[src/rtl/mem_access_unit.sv]
// Data-memory access unit for the MEM stage: formats stores, extends loads and stalls the pipeline until mem_ack.
// Optional macro MEM_ALIGN_CHECK_EN rejects misaligned halfword/word accesses and raises Misalign.
module mem_access_unit (
  input  logic        clk,
  input  logic        rst,
  input  logic        MemRead3,
  input  logic        MemWrite3,
  input  logic [1:0]  Size3,
  input  logic        Unsigned3,
  input  logic [31:0] ALU_out3,
  input  logic [31:0] B3,
  input  logic [31:0] mem_rdata,
  input  logic        mem_ack,
  output logic [31:0] Data_out,
  output logic        Stall,
  output logic        Misalign,
  output logic        mem_req,
  output logic        mem_we,
  output logic [31:0] mem_addr,
  output logic [3:0]  mem_be,
  output logic [31:0] mem_wdata
);

  typedef enum logic [1:0] {IDLE, BUSY, DONE} state_e;

  state_e      state_q, state_d;
  logic [31:0] addr_q;
  logic [3:0]  be_q, be_d;
  logic [31:0] wdata_q, wdata_d;
  logic        we_q;
  logic [1:0]  size_q;
  logic        unsigned_q;
  logic [31:0] data_out_q;
  logic        misalign_q;

  logic        access;
  logic        misaligned;
  logic        accept;
  logic [31:0] load_fmt;

  assign access = MemRead3 | MemWrite3;

`ifdef MEM_ALIGN_CHECK_EN
  assign misaligned = ((Size3 == 2'b01) & ALU_out3[0]) |
                      (Size3[1] & (ALU_out3[1:0] != 2'b00));
`else
  assign misaligned = 1'b0;
`endif

  assign accept = access & ~misaligned;

  // Store lane formatting; loads reuse the same byte enables.
  always_comb begin
    // NOTE: every always_comb output gets a default first so no path can infer a latch.
    be_d    = 4'b1111;
    wdata_d = B3;
    case (Size3)
      2'b00: begin
        be_d    = 4'b0001 << ALU_out3[1:0];
        wdata_d = {4{B3[7:0]}};
      end
      2'b01: begin
        be_d    = ALU_out3[1] ? 4'b1100 : 4'b0011;
        wdata_d = {2{B3[15:0]}};
      end
      default: ;
    endcase
  end

  always_comb begin
    state_d = state_q;
    case (state_q)
      IDLE:    if (accept)  state_d = BUSY;
      BUSY:    if (mem_ack) state_d = DONE;
      DONE:    state_d = IDLE;
      default: state_d = IDLE;
    endcase
  end

  // Lane select and extension use the captured access, not the live pipeline inputs.
  always_comb begin
    load_fmt = mem_rdata;
    case (size_q)
      2'b00: begin
        logic [7:0] b;
        b        = mem_rdata[{addr_q[1:0], 3'b000} +: 8];
        load_fmt = {{24{b[7] & ~unsigned_q}}, b};
      end
      2'b01: begin
        logic [15:0] h;
        h        = addr_q[1] ? mem_rdata[31:16] : mem_rdata[15:0];
        load_fmt = {{16{h[15] & ~unsigned_q}}, h};
      end
      default: ;
    endcase
  end

  always_ff @(posedge clk or posedge rst) begin
    if (rst) begin
      state_q    <= IDLE;
      addr_q     <= '0;
      be_q       <= '0;
      wdata_q    <= '0;
      we_q       <= 1'b0;
      size_q     <= '0;
      unsigned_q <= 1'b0;
      data_out_q <= '0;
      misalign_q <= 1'b0;
    end else begin
      // NOTE: sequential state uses non-blocking assignments so every register samples pre-edge values.
      state_q    <= state_d;
      misalign_q <= (state_q == IDLE) & access & misaligned;
      if (state_q == IDLE && accept) begin
        addr_q     <= ALU_out3;
        be_q       <= be_d;
        wdata_q    <= wdata_d;
        we_q       <= MemWrite3;
        size_q     <= Size3;
        unsigned_q <= Unsigned3;
      end
      if (state_q == BUSY && mem_ack && !we_q) data_out_q <= load_fmt;
    end
  end

  // Stall is forced low during reset even if the pipeline still presents an access.
  assign Stall     = ~rst & (((state_q == IDLE) & accept) | (state_q == BUSY));
  assign mem_req   = (state_q == BUSY);
  assign mem_we    = (state_q == BUSY) & we_q;
  assign mem_addr  = {addr_q[31:2], 2'b00};
  assign mem_be    = be_q;
  assign mem_wdata = wdata_q;
  assign Data_out  = data_out_q;
  assign Misalign  = misalign_q;

endmodule
[config.mk]
export PLATFORM = sky130hd
export DESIGN_NAME = mem_access_unit
export DESIGN_NICKNAME = d
export VERILOG_FILES = /design/src/rtl/mem_access_unit.sv
export SDC_FILE = /design/constraint.sdc
export NUM_CORES = 1
export LEC_CHECK = 0
export CORE_MARGIN = 3
export CORE_UTILIZATION = 47
export DETAILED_ROUTE_END_ITERATION = 16
export PLACE_DENSITY = 0.87
export SLEW_MARGIN = 0
export SYNTH_ARGS = -nofsm -noshare
export SYNTH_HDL_FRONTEND = slang
export SYNTH_SLANG_ARGS = --single-unit
[constraint.sdc]
create_clock -name clk -period 4.9 [get_ports clk]
set_input_delay 0.49 -clock clk [delete_from_list [all_inputs] [get_ports clk]]
set_output_delay 0.49 -clock clk [all_outputs]
set_load 0.02 [all_outputs]
==> flow_summary.yaml <==
setup_path:
  crit_chain: "clkdlybuf4s50_1 > nor3_1 > nor3_1 > clkdlybuf4s50_1"
  slowest_delay_ns: 0.63
  slowest_stage: "clkdlybuf4s50_1"
  end_kind: "output port"
  required_ns: 4.41
  cp.depth: 4
  cp_top_family: "buffers and inverters"
  path_max_fanout: 3
  cp_num_buf_inv: 2
  crit_type: "in -> out"
  crit_arrival_ns: 1.95
  cp-start-kind: "input port"
  rr_worst_depth: 5
grt:
  grt_pass1_wl_mm: 21.1
  grt_start_max_net_pins: 68
  antenna_found_initial: 0
  grt_pass1_vias: 4131
  track_usage_pct: 22.6
  grt_overflow: 0
detailed_routing:
  wl_per_cell_um: 17.2
  drt-pass1-iter-count: 5
  drc: 0
  drt_iter0_drc: 221
  via_per_inst: 5.34
  ant_nets: 0
  vias: 4193
  routed_wl_mm: 13.5
pwr:
  clkPwrFrac_pct: 11.4
  p_comb_share_pct: 52.7
  p_int_w: 0.00267
  p_per_area_nw_per_um2: 627
  p_sw_w: 0.00181
  vdd_drop_max_v: 0.000342
  total_leakage_power_nw: 3.01
  switching_share_pct: 40.5
  p_seq_share_pct: 35.9
cells_and_area:
  nFillCells: 828
  final_cells: 785
  post-route-util_pct: 68.6
  drive_gt1_share_pct: 11.6
  syn_to_final_growth_pct: 40.8
  nets: 748
  num_antenna_cells: 0
sta:
  finalMaxSlewViolations: 0
  finalSetupViolations: 0
  tightest_slew_ns: 0.989
  tns_ns: 0
  post-route-min-period_ns: 2.44
  rsz0062_at_grt: "false"
  finalClockSkew_ns: 0.0224
  timing.hold.ws_ns: 0.496
  final_hold_viol_count: 0
  max_freq_mhz: 409
  layout_worst_path_cycle_share_pct: 49.9
  max-slew-margin-rel_pct: 33.9
place:
  gp_congestion: 0.846
  dpl.cell_count: 769
  portBuffers: 204
  dp_hpwl_mm: 10.2
run:
  max_cap_viol_count: 0
floorplanning:
  pin_count: 208
  rows: 37
  core_area_um2: 10400
  die_h_um: 110
  dieArea_um2: 12100
  initial_core_util_pct: 48.8
  die_x_um: 110
cts:
  h-tree-depth: 3
  numCtsBuffers: 9
  cts_tree: "done"
  clkSinkCount: 106
  insertion_delay_ns: 0.36
  cts_root_buffer: "clkbuf_8"
  clockBufferDepth: 2
  post_cts_resized: 0
  post_cts_buffers: 0
  clk_pin_slew_ns: 0.11
  hold_buffers: 0
logic_synthesis:
  synth_top_area_share_pct: 52.2
  ys_seq_area_share_pct: 52.2
  synth.ff_latch_count: 106
  synth_area_leaders: "dfrtp_1 (52%), mux2_2 (11%), mux2i_1 (5.1%)"
  netlist_instances: 487
  syn_area_um2: 5080
  yosys_warnings: 0
  synth.largest_area_cell: "dfrtp_1"
  syn_area_per_cell_um2: 10.4
  yosysUniqueCellTypes: 30
worst_hold_path:
  whs_path_depth: 2
  holdCritPathClass: "reg -> reg"
run_status:
  status: "finished clean"
-- per-stage QoR --
step	power (W)	setup slack, ns	cell area [um2]
CTS	0.00452	2.45	7150
floorplan	0.00305	1.62	5090
detailed placement	0.00401	2.15	6960
finish	0.00448	2.46	7150
global placement	0.00392	2.27	6960
global route	0.00478	2.35	7150
-- Yosys cell counts --
cell,count
a211o_2,1
a21oi_1,20
a22oi_1,7
a41oi_1,1
and2_1,9
and4bb_1,1
buf_1,2
buf_2,9
buf_4,33
buf_6,1
clkbuf_1,20
conb_1,1
dfrtp_1,106
inv_1,5
mux2_2,50
mux2i_1,26
nand2_1,58
nand2b_1,3
nand3_1,39
nand3b_1,9
nor2_1,14
nor2b_1,9
nor3_1,3
o211ai_1,7
o21ai_0,47
o21ba_2,1
o21bai_1,1
o22ai_1,2
or2_1,1
or3_1,1
-- power by group through the flow --
stage               Combinational, W  Clock [W]  Sequential, W
finish                       0.00236   0.000511        0.00161
CTS                          0.00239   0.000522        0.00161
global placement             0.00232          0        0.00160
global route                 0.00254   0.000566        0.00167
floorplan                    0.00122          0        0.00183
detailed placement           0.00238          0        0.00163
-- path summary, 6_finish.rpt --
check                                          start                         to  slack [ns]
setup / recovery                           MemWrite3                      Stall        2.46
hold / removal             mem_wdata[15]$_DFFE_PP0P_  mem_wdata[15]$_DFFE_PP0P_        0.50
setup reg to reg              state_q[1]$_DFFE_PP0P_   Data_out[10]$_DFFE_PP0P_        2.64
hold reg to reg            mem_wdata[15]$_DFFE_PP0P_  mem_wdata[15]$_DFFE_PP0P_        0.50
max in group asynchronous                        rst   Data_out[15]$_DFFE_PP0P_        3.22
min in group asynchronous                        rst   Data_out[22]$_DFFE_PP0P_        0.66
-- final cells by class --
| class | instances | area, um2 | area share [%] |
|---|---|---|---|
| clock inverters | 6 | 48.8 | 0.683 |
| repair buffers | 209 | 2080 | 29.1 |
| flip-flops and latches | 106 | 2650 | 37.1 |
| clock buffers | 10 | 138 | 1.93 |
| well taps | 136 | 170 | 2.38 |
| multi-input cells | 313 | 2040 | 28.5 |
| inverters | 5 | 21.3 | 0.298 |
-- placed cells by master, fill, tap and decap left out, drive strengths merged, types with 4 or more instances in the layout --
cell	count
buf	5
nor2b	9
nand2	58
mux2	50
clkinv	4
inv	7
nand3	39
clkbuf	10
a22oi	7
dfrtp	106
o211ai	7
and2	9
nor2	14
nand3b	9
o21ai	47
a21oi	20
clkdlybuf4s50	204
mux2i	26
-- sequential cells by signal (all words and copies together), names as in the netlist --
| name | count |
|---|---|
| size_q | 2 |
| Data_out | 32 |
| addr_q | 32 |
| mem_be | 4 |
| mem_wdata | 32 |
| unsigned_q | 1 |
| state_q | 2 |
| we_q | 1 |
-- per-layer routing --
metal	part of all wire [%]	track usage, %
met1	38	28.3
met2	50	37.3
met3	9.2	6.69
met4	1.9	7.66
met5	0	0
-- worst reg2reg max path, stage by stage, from the launching register on --
cell,delay (ns)
dfrtp_1,0.43
and4bb_1,0.26
buf_4,0.35
nand2b_1,0.31
a21oi_1,0.60
a21oi_1,0.16
-- cells by family after synthesis --
family	after synthesis	share of synthesized area (%)
and+or+nand+nor	147	13.9
AOI/OAI and AO/OA	87	9.63
other	1	0.0738
DFF	106	52.2
buffers and inverters	70	7.98
muxes	76	16.2
(Power assumes the default switching activity.)
